[src/rtl/decode_stage_pkg.sv]
// Shared definitions for the decode stage: opcode encodings and opcode helpers.
package decode_stage_pkg;

  localparam int OPCODE_WIDTH = 3;

  typedef enum logic [OPCODE_WIDTH-1:0] {
    OP_LOAD  = 3'b000,
    OP_STORE = 3'b001,
    OP_MOVE  = 3'b010,
    OP_MAC   = 3'b011
  } opcode_e;

  // Opcodes 100..111 are reserved; only the top bit distinguishes them.
  function automatic logic opcode_legal(input logic [OPCODE_WIDTH-1:0] op);
    return (op[OPCODE_WIDTH-1] == 1'b0);
  endfunction

endpackage

[src/rtl/decode_stage_scoreboard.sv]
// Register busy scoreboard: one busy bit per architectural register, set when a
// register-writing instruction issues, cleared by writeback or by a flushed writer.
module decode_stage_scoreboard #(
  parameter int ADDR_WIDTH = 4
) (
  input  logic                  clk,
  input  logic                  rst,
  input  logic                  set_en,
  input  logic [ADDR_WIDTH-1:0] set_addr,
  input  logic                  wb_clr_en,
  input  logic [ADDR_WIDTH-1:0] wb_clr_addr,
  input  logic                  flush_clr_en,
  input  logic [ADDR_WIDTH-1:0] flush_clr_addr,
  input  logic [ADDR_WIDTH-1:0] rs1_addr,
  input  logic [ADDR_WIDTH-1:0] rs2_addr,
  input  logic [ADDR_WIDTH-1:0] rd_addr,
  output logic                  rs1_busy,
  output logic                  rs2_busy,
  output logic                  rd_busy
);

  localparam int NUM_REGS = 2 ** ADDR_WIDTH;

  logic [NUM_REGS-1:0] busy_reg;
  logic [NUM_REGS-1:0] busy_next;

  // Per-register next state: a set in the same cycle as any clear wins.
  for (genvar gi = 0; gi < NUM_REGS; gi++) begin : g_bit
    logic hit_set;
    logic hit_clr;
    assign hit_set = set_en && (set_addr == ADDR_WIDTH'(gi));
    assign hit_clr = (wb_clr_en && (wb_clr_addr == ADDR_WIDTH'(gi))) ||
                     (flush_clr_en && (flush_clr_addr == ADDR_WIDTH'(gi)));
    assign busy_next[gi] = hit_set | (busy_reg[gi] & ~hit_clr);
  end

  // Busy vector register.
  always_ff @(posedge clk) begin
    if (rst) begin
      busy_reg <= '0;
    end else begin
      busy_reg <= busy_next;
    end
  end

  // Read ports see registered state only; no bypass of this cycle's writeback.
  assign rs1_busy = busy_reg[rs1_addr];
  assign rs2_busy = busy_reg[rs2_addr];
  assign rd_busy  = busy_reg[rd_addr];

endmodule

[src/rtl/decode_stage.sv]
// Registered decode stage: valid/ready input, single output register, and
// scoreboard-based stall on RAW/WAW hazards against in-flight register writes.
module decode_stage
  import decode_stage_pkg::*;
#(
  parameter int REG_ADDR_WIDTH = 4,
  parameter int ISA_WIDTH      = 16,
  parameter int IMM_S_WIDTH    = REG_ADDR_WIDTH + 1,
  parameter int IMM_L_WIDTH    = 2 * REG_ADDR_WIDTH + 1
) (
  input  logic                      clk,
  input  logic                      rst,
  input  logic                      flush,
  input  logic                      in_valid,
  output logic                      in_ready,
  input  logic [ISA_WIDTH-1:0]      in_inst,
  output logic                      out_valid,
  input  logic                      out_ready,
  output logic [OPCODE_WIDTH-1:0]   opcode,
  output logic [REG_ADDR_WIDTH-1:0] rd_addr,
  output logic [REG_ADDR_WIDTH-1:0] rs1_addr,
  output logic [REG_ADDR_WIDTH-1:0] rs2_addr,
  output logic [IMM_S_WIDTH-1:0]    imm5,
  output logic [IMM_L_WIDTH-1:0]    imm9,
  output logic                      funct,
  output logic                      reg_wen,
  output logic                      mem_wen,
  output logic                      mac_en,
  output logic                      illegal,
  input  logic                      wb_valid,
  input  logic [REG_ADDR_WIDTH-1:0] wb_addr
);

  if (ISA_WIDTH != 3 * REG_ADDR_WIDTH + 4) begin : g_width_check
    $error("decode_stage: ISA_WIDTH must equal 3*REG_ADDR_WIDTH+4");
  end

  // Field positions, MSB first: opcode | rd | rs1 | rs2 | funct.
  localparam int RD_LSB  = ISA_WIDTH - OPCODE_WIDTH - REG_ADDR_WIDTH;
  localparam int RS1_LSB = RD_LSB - REG_ADDR_WIDTH;
  localparam int RS2_LSB = RS1_LSB - REG_ADDR_WIDTH;

  logic [OPCODE_WIDTH-1:0]   dec_op;
  logic [REG_ADDR_WIDTH-1:0] dec_rd, dec_rs1, dec_rs2;
  logic [IMM_S_WIDTH-1:0]    dec_imm5;
  logic [IMM_L_WIDTH-1:0]    dec_imm9;
  logic dec_funct, dec_reg_wen, dec_mem_wen, dec_mac_en, dec_illegal;
  logic use_rs1, use_rs2, use_rd;
  logic rs1_busy, rs2_busy, rd_busy;
  logic hazard, accept;

  logic [OPCODE_WIDTH-1:0]   opcode_reg;
  logic [REG_ADDR_WIDTH-1:0] rd_reg, rs1_reg, rs2_reg;
  logic [IMM_S_WIDTH-1:0]    imm5_reg;
  logic [IMM_L_WIDTH-1:0]    imm9_reg;
  logic funct_reg, reg_wen_reg, mem_wen_reg, mac_en_reg, illegal_reg, out_valid_reg;

  assign dec_op = in_inst[ISA_WIDTH-1 -: OPCODE_WIDTH];

  // Field decode with per-opcode zeroing, enables and the set of registers read.
  always_comb begin
    dec_rd      = '0;
    dec_rs1     = '0;
    dec_rs2     = '0;
    dec_imm5    = '0;
    dec_imm9    = '0;
    dec_funct   = 1'b0;
    dec_reg_wen = 1'b0;
    dec_mem_wen = 1'b0;
    dec_mac_en  = 1'b0;
    dec_illegal = !opcode_legal(dec_op);
    use_rs1     = 1'b0;
    use_rs2     = 1'b0;
    use_rd      = 1'b0;
    case (dec_op)
      OP_LOAD: begin
        dec_rd      = in_inst[RD_LSB +: REG_ADDR_WIDTH];
        dec_rs1     = in_inst[RS1_LSB +: REG_ADDR_WIDTH];
        dec_imm5    = in_inst[IMM_S_WIDTH-1:0];
        dec_reg_wen = 1'b1;
        use_rs1     = 1'b1;
      end
      OP_STORE: begin
        dec_rs1     = in_inst[RS1_LSB +: REG_ADDR_WIDTH];
        dec_rs2     = in_inst[RS2_LSB +: REG_ADDR_WIDTH];
        dec_mem_wen = 1'b1;
        use_rs1     = 1'b1;
        use_rs2     = 1'b1;
      end
      OP_MOVE: begin
        dec_rd      = in_inst[RD_LSB +: REG_ADDR_WIDTH];
        dec_imm9    = in_inst[IMM_L_WIDTH-1:0];
        dec_reg_wen = 1'b1;
      end
      OP_MAC: begin
        dec_rd      = in_inst[RD_LSB +: REG_ADDR_WIDTH];
        dec_rs1     = in_inst[RS1_LSB +: REG_ADDR_WIDTH];
        dec_rs2     = in_inst[RS2_LSB +: REG_ADDR_WIDTH];
        dec_funct   = in_inst[0];
        dec_reg_wen = 1'b1;
        dec_mac_en  = 1'b1;
        use_rs1     = 1'b1;
        use_rs2     = 1'b1;
        use_rd      = in_inst[0];
      end
      default: ;
    endcase
  end

  decode_stage_scoreboard #(
    .ADDR_WIDTH(REG_ADDR_WIDTH)
  ) u_scoreboard (
    .clk           (clk),
    .rst           (rst),
    .set_en        (accept && dec_reg_wen),
    .set_addr      (dec_rd),
    .wb_clr_en     (wb_valid),
    .wb_clr_addr   (wb_addr),
    .flush_clr_en  (flush && out_valid_reg && reg_wen_reg),
    .flush_clr_addr(rd_reg),
    .rs1_addr      (dec_rs1),
    .rs2_addr      (dec_rs2),
    .rd_addr       (dec_rd),
    .rs1_busy      (rs1_busy),
    .rs2_busy      (rs2_busy),
    .rd_busy       (rd_busy)
  );

  // A write target that is still busy is a WAW hazard, same as a busy source.
  assign hazard   = (use_rs1 && rs1_busy) || (use_rs2 && rs2_busy) ||
                    ((use_rd || dec_reg_wen) && rd_busy);
  assign in_ready = !rst && !flush && !hazard && (!out_valid_reg || out_ready);
  assign accept   = in_valid && in_ready;

  // Output register: load on accept, drop on flush or on a consume without a refill.
  always_ff @(posedge clk) begin
    if (rst) begin
      out_valid_reg <= 1'b0;
      opcode_reg    <= '0;
      rd_reg        <= '0;
      rs1_reg       <= '0;
      rs2_reg       <= '0;
      imm5_reg      <= '0;
      imm9_reg      <= '0;
      funct_reg     <= 1'b0;
      reg_wen_reg   <= 1'b0;
      mem_wen_reg   <= 1'b0;
      mac_en_reg    <= 1'b0;
      illegal_reg   <= 1'b0;
    end else if (accept) begin
      out_valid_reg <= 1'b1;
      opcode_reg    <= dec_op;
      rd_reg        <= dec_rd;
      rs1_reg       <= dec_rs1;
      rs2_reg       <= dec_rs2;
      imm5_reg      <= dec_imm5;
      imm9_reg      <= dec_imm9;
      funct_reg     <= dec_funct;
      reg_wen_reg   <= dec_reg_wen;
      mem_wen_reg   <= dec_mem_wen;
      mac_en_reg    <= dec_mac_en;
      illegal_reg   <= dec_illegal;
    end else if (flush || out_ready) begin
      out_valid_reg <= 1'b0;
    end
  end

  assign out_valid = out_valid_reg;
  assign opcode    = opcode_reg;
  assign rd_addr   = rd_reg;
  assign rs1_addr  = rs1_reg;
  assign rs2_addr  = rs2_reg;
  assign imm5      = imm5_reg;
  assign imm9      = imm9_reg;
  assign funct     = funct_reg;
  assign reg_wen   = reg_wen_reg;
  assign mem_wen   = mem_wen_reg;
  assign mac_en    = mac_en_reg;
  assign illegal   = illegal_reg;

endmodule
[config.mk]
export PLATFORM = sky130hd
export DESIGN_NAME = decode_stage
export DESIGN_NICKNAME = d
export VERILOG_FILES = /design/src/rtl/decode_stage_pkg.sv /design/src/rtl/decode_stage_scoreboard.sv /design/src/rtl/decode_stage.sv
export SDC_FILE = /design/constraint.sdc
export NUM_CORES = 1
export LEC_CHECK = 0
export CAP_MARGIN = 20
export CORE_MARGIN = 5
export CORE_UTILIZATION = 59
export CTS_BUF_LIST = sky130_fd_sc_hd__clkbuf_4
export DETAILED_ROUTE_END_ITERATION = 7
export DONT_BUFFER_PORTS = 1
export PLACE_DENSITY = 0.72
export SYNTH_ARGS = -nofsm -noshare
export SYNTH_HDL_FRONTEND = slang
export SYNTH_SLANG_ARGS = --single-unit
[constraint.sdc]
create_clock -name clk -period 3.43 [get_ports clk]
set_input_delay 0.5145 -clock clk [delete_from_list [all_inputs] [get_ports clk]]
set_output_delay 0.5145 -clock clk [all_outputs]
set_load 0.05 [all_outputs]
---- Yosys cells after proc, flatten, opt, wreduce, memory -nomap -nowiden ----
Cells that the tools add are included.
storage, ports and cells
  register bits after elaboration ......... 51
  latch bits .............................. 0
  bits in writable memories ............... 0
  memory bits (read-only) ................. 0
  output and inout bits ................... 36
  memories kept ........................... 0
cells by class
  add/subtract/negate cells ............... 0
  $mul .................................... 0
  div/mod/pow operators ................... 0
  magnitude comparators ................... 3
  eq/ne operators ......................... 48
  shift-type cells ........................ 0
  multiplexer cells ....................... 19
  bitwise operators ....................... 48
  reduce and logical (&&, ||, !) cells .... 91
operator list
  kind                number
  $eq 4x4->1 const B  24
  $logic_and 1x1->1   58
  $eq 4x3->1 const B  12
  $eq 4x2->1 const B  6
  $logic_or 1x1->1    21
  $and 1x1->1         16
  $not 1->1           16
  $or 1x1->1          16
  $lt 4x5->1 const B  3
  $bmux 1 s4          3
  $eq 4x1->1 const B  3
  $logic_not 4->1     3
  $mux 4              3
  $mux 1              11
  $mux 9              1
  $eq 3x2->1 const B  2
  $reduce_or 3->1     2
  $mux 5              1
  $logic_not 1->1     4
  $eq 3x1->1 const B  1
  $logic_not 3->1     1
  $reduce_bool 2->1   1
  $reduce_or 2->1     1

---- Depth between registers and ports, before layout ----
Gate-level depths: netlist (run 1).
  depth after elaboration ................. 15
  mapped depth ............................ 9
  mapped depth without buffers ............ 6

---- Hierarchy ----
Synthesis (run 1) repeated with hierarchy kept, for this count alone.
unflattened totals
  cells, all modules ...................... 271
  area, all modules ....................... 2730.1 um^2
modules (own cells, without submodules)
  module                   times used  cells an instance  area an instance (um^2)  seq. area each (um^2)
  decode_stage             1           161                1561.5                   680.7
  decode_stage_scoreboard  1           110                1168.6                   320.3

---- Worst setup path before layout (run 1) ----
OpenSTA, ideal clock, no wires.
  path kind ............................... input-to-output
  start ................................... in in_inst[5]
  end ..................................... out in_ready
  data arrival time ....................... 2103 ps
  data required time ...................... 2915 ps
  path slack .............................. 812 ps
  stages .................................. 7
  path buffers ............................ 2
  path through ............................ buf_2 mux4_2 nand2_1 a32o_1 nand3_2 buf_2 inv_1
between the ends
  cells in the longest elaborated chain, start to end .. 9
RTL lines
  what                             RTL line                       text
  start: declaration               decode_stage.sv:16             input logic [ISA_WIDTH-1:0] in_inst,
  $mux 4                           decode_stage.sv:75             case (dec_op)
  $bmux 1 s4                       decode_stage_scoreboard.sv:47  assign rs1_busy = busy_reg[rs1_addr];
  $mux 1 (not written as such)     decode_stage_scoreboard.sv:47
  $logic_and 1x1->1                decode_stage.sv:130            assign hazard = (use_rs1 && rs1_busy) || (use_rs2 && rs2_busy) ||
  $logic_or 1x1->1 (2 in series)   decode_stage.sv:130
  $logic_not 1->1                  decode_stage.sv:132            assign in_ready = !rst && !flush && !hazard && (!out_valid_reg || out_ready);
  $logic_and 1x1->1 (2 in series)  decode_stage.sv:132
  end: declaration                 decode_stage.sv:15             output logic in_ready,
No other way between the ends. The select of a mux whose other input is x is not followed.

---- Final worst setup path (run 1) ----
  start ................................... reg out_valid_reg (netlist: out_valid)
  end ..................................... out in_ready
between the ends
  cells in the longest elaborated chain, start to end .. 3
RTL lines
  what                      RTL line             text
  start: declaration        decode_stage.sv:56   logic funct_reg, reg_wen_reg, mem_wen_reg, mac_en_reg, illegal_reg, out_valid_reg;
  start signal: assignment  decode_stage.sv:138  out_valid_reg <= 1'b0;
  start signal: assignment  decode_stage.sv:151  out_valid_reg <= 1'b1;
  start signal: assignment  decode_stage.sv:164  out_valid_reg <= 1'b0;
  $logic_not 1->1           decode_stage.sv:132
  $logic_or 1x1->1          decode_stage.sv:132
  $logic_and 1x1->1         decode_stage.sv:132
No other way between the ends.

==> run metrics, run 1 <==
Slew headroom=34.72%; drt via density=6.187; GRT Total Usage=24.62%; largest family of logic cells by synthesized area=simple AND/OR/NAND/NOR gates; Worst EP arrival=2.21 ns; Iter 0 DRT Violations=212; initial antenna violation count=0; clk slew on worst S/H paths=0.15 ns; most common flop cell mapped by yosys=dfxtp_1; Layout area overhead=1.086%; die area=0.006599 mm^2; min-delay src=in_inst[7]; most frequent cells in the layout=dfxtp_1 (50), nand2b_1 (45), nand2_1 (42), mux2i_1 (40), o31ai_1 (16); unrepaired setup endpoints after global routing=false; status=completed; Layout Skew=0.01553 ns; # setup viols final=0; First-pass DRT Iterations=4; first-pass GRT wire length=12.50 mm; CP endpoint kind=output pin; Critical Path RT=2.92 ns; xor-xnor portion of the synthesized cell area=0%; area of the multi-input gates=0.001799 mm^2; die width=81.24 um; Worst VDD drop=0.1554 mV; diode count=0; max reg flops=16; r2r setup slk=1.15 ns; PD cells=375.0 mW/mm^2; PortBufs=0; Post-Synth Adder-Cell Area=0%; max-cap violations=0; fin crit period=2.720 ns; most common cell after layout, fill and taps aside=dfxtp_1; Synth Cell Area=0.002994 mm^2; cells on worst reg2reg path=6; FILL cells=469; post-synthesis mux area share=17.51%; asr flop ratio synth=0%; Final period util=79.29%; GPL Wtd Cong=0.9985; nets=350; Synth Instances=339; Setup TNS=0 ns; post-CTS resize count=0; wire per inst=19.47 um; Final Worst Setup Slack=0.7103 ns; post-synth cell types=50; num ports=62; hold-fix buffers at CTS=0; R2R Path End=rd_addr[1]; dpl hpwl=5.506 mm; complex-gate fraction of the synthesized area=14.75%; largest net degree at the start of global routing=59; initial core utilization=59.77%; register area share after synthesis=33.43%; Post-synth EDFFs=0; FF/Latch Area=0.001001 mm^2; Hold Path Sink=imm9[7]; CP Class=reg2out; Post CTS Setup Buffer Count=0; max-slew violation count=0; via count of the first global-routing pass=2457; upper clock frequency limit=367.7 MHz; clock latency at the later pin of the worst-skew pair=0.37 ns; share of cells above drive strength 1=6.769%; CTS Buf Count=5; residual DRC count=0; Synth Area in Simple Gates=27.83%; LEAKAGE=0.9754 nW; worst-path fanout max=4; pre-CTS setup slack=0.9261 ns; Yosys reg bits=50; total global routing overflow=0; CP Launch Type=flop; hold depth=2; CTS root buf=clkbuf_4; Core Box Area=0.005010 mm^2; synth warn=0; final hold violations=0; CTS sink count=50; worst reg2reg startpoint=u_scoreboard.busy_reg[13]; post-route ant nets=0; Rows=26; CTS max path bufs=2; Hold Crit Class=in2reg; Die Y=81.24 um; Vias=2444; TritonCTS clock tree=done; WL final=7.690 mm; Mean Syn Cell Area=8.832 um^2; Slew @ Worst Pin=0.9778 ns; H-tree levels=2; Synth Net Count=365
## stage by stage
stage	power [mW]	hold WS [ns]	cell area (um^2)	cells	util, %
after global placement	0.7282	0.6328	2925	387	58.39
after floorplan	0.7420	0.5554	2994	339	-
after global routing	1.179	0.2389	3027	395	60.41
after CTS	1.138	0.2508	3027	395	60.41
after detailed placement	0.7292	0.6218	2925	387	58.39
final	1.135	0.2585	3027	395	60.41
## how the worst max path moves through the flow
stage | endpoint | slack (ns) | start | depth (start not counted)
floorplan | in_ready | 0.81 | in_inst[5] | 7
global placement | in_ready | 0.95 | in_inst[5] | 6
detailed placement | rd_addr[1] | 0.93 | in_inst[5] | 6
CTS | in_ready | 0.72 | out_valid | 6
global route | in_ready | 0.57 | out_valid | 6
finish | in_ready | 0.71 | out_valid | 6
## cells in the mapped netlist, types with 3 or more instances
| master | number | area [um^2] |
|---|---|---|
| mux2_2 | 5 | 56.30 |
| inv_1 | 8 | 30.03 |
| mux4_2 | 3 | 67.56 |
| buf_12 | 3 | 60.06 |
| buf_1 | 3 | 11.26 |
| dfxtp_1 | 50 | 1001 |
| nand3_1 | 6 | 30.03 |
| nand4_1 | 3 | 18.77 |
| nor2_1 | 14 | 52.55 |
| nor3b_1 | 5 | 37.54 |
| o31ai_1 | 16 | 120.1 |
| nor2b_1 | 13 | 81.33 |
| a211oi_1 | 3 | 22.52 |
| nor3_1 | 4 | 20.02 |
| o32ai_1 | 4 | 35.03 |
| nand2b_1 | 45 | 281.5 |
| nand2_1 | 42 | 157.7 |
| o21ai_0 | 6 | 30.03 |
| mux2i_1 | 40 | 400.4 |
| buf_2 | 4 | 20.02 |
| or3_1 | 4 | 25.02 |
| a21oi_1 | 7 | 35.03 |
| o221ai_1 | 12 | 105.1 |
| clkbuf_1 | 8 | 30.03 |
## routing by layer
| metal | track usage, % | up-vias | wire length (um) |
|---|---|---|---|
| met4 | 9.459 | 0 | 151 |
| met3 | 6.763 | 15 | 664 |
| li1 | - | 1188 | - |
| met2 | 40.48 | 100 | 3700 |
| met5 | 0 | - | 0 |
| met1 | 30.56 | 1141 | 3174 |
## critical path, cell delays in order (launching register included)
cell     delay, ns
dfxtp_1       0.70
inv_1         0.07
o21ai_0       0.35
nor2_1        0.11
a32o_1        0.29
nand3_2       0.11
inv_1         0.22
## kinds of logic (layout without fill, tap and decap cells)
family | after synthesis | count (layout)
simple gates | 151 | 151
compound gates | 59 | 59
flops | 50 | 50
mux | 48 | 48
buf+inv | 31 | 17
## power by group
group	switching (mW)	internal [mW]	total, mW
Sequential	0.0326	0.588	0.621
Clock	0.194	0.225	0.418
Combinational	0.0515	0.0444	0.0959
Total	0.278	0.858	1.14
## area by class of cell
| type | count | share of cell area (%) |
|---|---|---|
| clock inverters | 3 | 2.108 |
| inverters | 8 | 0.9921 |
| clock buffers | 5 | 1.240 |
| well taps | 70 | 2.894 |
| flip-flops and latches | 50 | 33.07 |
| repair buffers | 1 | 0.2480 |
| multi-input cells | 258 | 59.45 |
(Power assumes the default switching activity.)
==> run 2, diff against run 1 <==
Clock period 3.43 ns to 2.8 ns, I/O delays scaled along.
==> run metrics, run 2 (synthesis results as in run 1) <==
PD cells=432.5 mW/mm^2; Core Box Area=0.005010 mm^2; max-slew violation count=0; first-pass GRT wire length=12.21 mm; met1 GRT Util=28.61%; residual DRC count=0; wire per inst=19.09 um; fin crit period=2.592 ns; Slew headroom=35.23%; num ports=62; Slew @ Worst Pin=0.9703 ns; CTS sink count=50; via count of the first global-routing pass=2452; r2r setup slk=0.55 ns; Finished Cell Area=0.003034 mm^2; post-route ant nets=0; share of cells above drive strength 1=7.645%; nets=352; Final Worst Setup Slack=0.2077 ns; CP endpoint kind=output pin; dpl hpwl=5.573 mm; most frequent cells in the layout=dfxtp_1 (50), nand2b_1 (45), nand2_1 (42), mux2i_1 (40), o31ai_1 (16); final hold violations=0; diode count=0; GRT Max-Usage Layer=met2; # setup viols final=0; TritonCTS clock tree=done; PortBufs=0; hold depth=2; max reg flops=16; Worst EP arrival=2.17 ns; min-delay src=in_inst[6]; hold-fix buffers at CTS=0; placement-stage cell area=0.002953 mm^2; initial antenna violation count=0; worst-path fanout max=4; clk slew on worst S/H paths=0.15 ns; CP Class=reg2out; met3 usage=5.432%; cells on worst reg2reg path=7; Vias=2505; max-cap violations=0; initial core utilization=59.77%; pre-CTS setup slack=0.4582 ns; H-tree levels=2; Layout Skew=0.02080 ns; Critical Path RT=2.38 ns; FILL cells=478; Layout area overhead=1.337%; total global routing overflow=0; WL final=7.577 mm; Worst VDD drop=0.2032 mV; LEAKAGE=0.9818 nW; Iter 0 DRT Violations=234; Hold Path Sink=rs1_addr[1]; First-pass DRT Iterations=5; unrepaired setup endpoints after global routing=false; status=completed; die area=0.006599 mm^2; Post CTS Setup Buffer Count=0; post-CTS resize count=0; largest net degree at the start of global routing=59; Die Y=81.24 um; Power Total=1.312 mW; most common cell after layout, fill and taps aside=dfxtp_1; CP Launch Type=flop; Final period util=92.58%; R2R Path End=imm9[3]; Rows=26; Hold Crit Class=in2reg; CTS max path bufs=2; drt via density=6.310; die width=81.24 um; GRT Total Usage=23.95%; upper clock frequency limit=385.8 MHz; met2 usage in global routing=42.45%; Setup TNS=0 ns; final hold slack=0.1601 ns; clock latency at the later pin of the worst-skew pair=0.38 ns; worst reg2reg startpoint=u_scoreboard.busy_reg[13]; GPL Wtd Cong=0.8919; CTS root buf=clkbuf_4; CTS Buf Count=5
run 2: worst max path at each step:
| stage | endpoint | cells past startpoint | slack [ns] | from |
|---|---|---|---|---|
| 2_1_floorplan | in_ready | 7 | 0.37 | in_inst[5] |
| 3_3_place_gp | rd_addr[0] | 7 | 0.52 | in_inst[5] |
| 3_5_place_dp | imm9[3] | 7 | 0.46 | in_inst[5] |
| 4_1_cts | in_ready | 6 | 0.21 | u_scoreboard.busy_reg[13] |
| 5_1_grt | in_ready | 6 | 0.08 | u_scoreboard.busy_reg[4] |
| 6_report | in_ready | 6 | 0.21 | u_scoreboard.busy_reg[13] |
run 2: worst max-delay path: stages, from the launching register on:
cell     delay (ns)
dfxtp_1        0.36
and3b_1        0.16
mux4_2         0.45
mux2i_1        0.15
a211o_1        0.20
nand3_2        0.13
inv_1          0.35
run 2: metrics by stage:
stage / util [%] / instances
after floorplan: - / 339
after global placement: 58.94 / 389
final: 60.56 / 397
after detailed placement: 58.94 / 389
after CTS: 60.56 / 397
after global routing: 60.56 / 397
run 2: report_power, final:
part	switching (mW)	total, mW	internal, mW	leakage (nW)
clock network	0.240	0.429	0.190	0.0456
logic	0.0683	0.126	0.0574	0.533
registers	0.0362	0.757	0.721	0.403
run 2: routing by layer:
| metal | routed length, um | part of all wire, % |
|---|---|---|
| met2 | 3773 | 50 |
| met1 | 3020 | 40 |
| met4 | 169 | 2.2 |
| met5 | 0 | 0 |
| met3 | 613 | 8.1 |
run 2: cell type report:
cell class / count / area, um^2 / area share, %
Clock inverter: 3 / 43.79 / 1.443
Timing Repair Buffer: 3 / 35.03 / 1.155
Tap cell: 70 / 87.58 / 2.887
Sequential cell: 50 / 1001 / 32.99
Clock buffer: 5 / 37.54 / 1.237
Multi-Input combinational cell: 258 / 1799 / 59.30
Inverter: 8 / 30.03 / 0.9897
==> run 3, diff against run 2 <==
Settings changed: CTS_BUF_LIST sky130_fd_sc_hd__clkbuf_4 to unset.
==> run metrics, run 3 (synthesis results as in run 1) <==
residual DRC count=0; diode count=0; die width=81.24 um; GRT Total Usage=24.16%; max-slew violation count=0; Slew headroom=35.18%; Gate power share=9.0%; CP endpoint kind=output pin; wire per inst=19.08 um; Setup TNS=0 ns; post-CTS resize count=0; worst-path fanout max=4; First-pass DRT Iterations=4; net load switching power=0.3563 mW; Post CTS Setup Buffer Count=0; post-layout util=61.19%; CTS max path bufs=2; Critical Path RT=2.38 ns; crit path from=u_scoreboard.busy_reg[13]; TritonCTS clock tree=done; Rows=26; hold depth=2; num ports=62; share of cells above drive strength 1=7.645%; max incr delay on CP=0.45 ns; Clk pwr share=37.1%; post-route ant nets=0; final hold slack=0.2377 ns; GPL Wtd Cong=0.8919; max-cap violations=0; Core Box Area=0.005010 mm^2; most frequent cells in the layout=dfxtp_1 (50), nand2b_1 (45), nand2_1 (42), mux2i_1 (40), o31ai_1 (16); FILL cells=472; Die Y=81.24 um; CTS root buf=clkbuf_8; Vias=2492; status=completed; total global routing overflow=0; largest net degree at the start of global routing=59; final hold violations=0; CP Class=reg2out; max reg flops=16; die area=0.006599 mm^2; Layout Skew=0.01291 ns; CTS Buf Count=5; unrepaired setup endpoints after global routing=false; most common cell after layout, fill and taps aside=dfxtp_1; Slew @ Worst Pin=0.9710 ns; drt via density=6.277; min-delay src=in_inst[1]; first-pass GRT wire length=12.25 mm; nets=352; cells on worst reg2reg path=7; Worst VDD drop=0.2136 mV; Final period util=89.58%; Hold Crit Class=in2reg; Worst EP arrival=2.09 ns; hold-fix buffers at CTS=0; Layout area overhead=2.382%; PD cells=457.1 mW/mm^2; clk slew on worst S/H paths=0.10 ns; Reg power frac=53.9%; CP Launch Type=flop; r2r setup slk=0.57 ns; dpl hpwl=5.573 mm; # setup viols final=0; CTS sink count=50; WL final=7.573 mm; Switching Share=25.43%; Iter 0 DRT Violations=221; CP Cell Sequence=and3b_1 > mux4_2 > mux2i_1 > a211o_1 > nand3_2 > inv_1; PortBufs=0; clock latency at the later pin of the worst-skew pair=0.31 ns; Power Total=1.401 mW; initial antenna violation count=0; internal power=1.045 mW; LEAKAGE=0.9947 nW; worst reg2reg startpoint=u_scoreboard.busy_reg[13]; initial core utilization=59.77%; FF/Latch Area=0.001001 mm^2; via count of the first global-routing pass=2448; fin crit period=2.508 ns; Critical-path top delay cell=mux4_2; upper clock frequency limit=398.7 MHz; area of the multi-input gates=0.001799 mm^2; H-tree levels=2
==> run 3: cell counts in the layout (fill, tap and decap cells not counted) <==
Identical to the previous run, type by type.
==> run 3: path summary, 6_finish.rpt <==
| path | endpoint |
|---|---|
| max | in_ready |
| min | imm9[1] |
| max reg2reg | imm9[3] |
| min reg2reg | u_scoreboard.busy_reg[0] |
==> run 3: layer usage <==
layer | routed length [um] | GRT usage, %
met5 | 0 | 0
met4 | 159 | 8.446
met3 | 584 | 5.876
met2 | 3809 | 42.04
met1 | 3020 | 28.88
==> run 3: critical path, delay by kind of cell, from the launching register on <==
| family | cells | cell delay (ns) |
|---|---|---|
| DFF | 1 | 0.34 |
| muxes | 2 | 0.60 |
| AOI/OAI and AO/OA | 1 | 0.20 |
| buffers and inverters | 1 | 0.35 |
| and+or+nand+nor | 2 | 0.29 |
==> run 3: area by class of cell <==
type	count	share of cell area, %
clock buffer	5	2.245
clock inverter	3	1.429
inverter	8	0.9796
multi-input combinational	258	58.69
sequential	50	32.65
tap	70	2.857
timing repair buffer	3	1.143
==> run 3: per-stage QoR <==
step                      instances  setup slack (ns)  instance area (um^2)
after floorplan                 339            0.3712                  2994
after global placement          389            0.5217                  2953
after detailed placement        389            0.4582                  2953
after CTS                       397            0.2905                  3065
after global routing            397            0.1663                  3065
final                           397            0.2916                  3065
==> run 3: power by group through the flow <==
| stage | combinational (mW) | clock, mW | sequential (mW) |
|---|---|---|---|
| final | 0.126 | 0.520 | 0.756 |
| after CTS | 0.126 | 0.530 | 0.756 |
| after global placement | 0.123 | 0 | 0.772 |
| after global routing | 0.137 | 0.557 | 0.757 |
| after detailed placement | 0.125 | 0 | 0.773 |
| after floorplan | 0.137 | 0 | 0.772 |
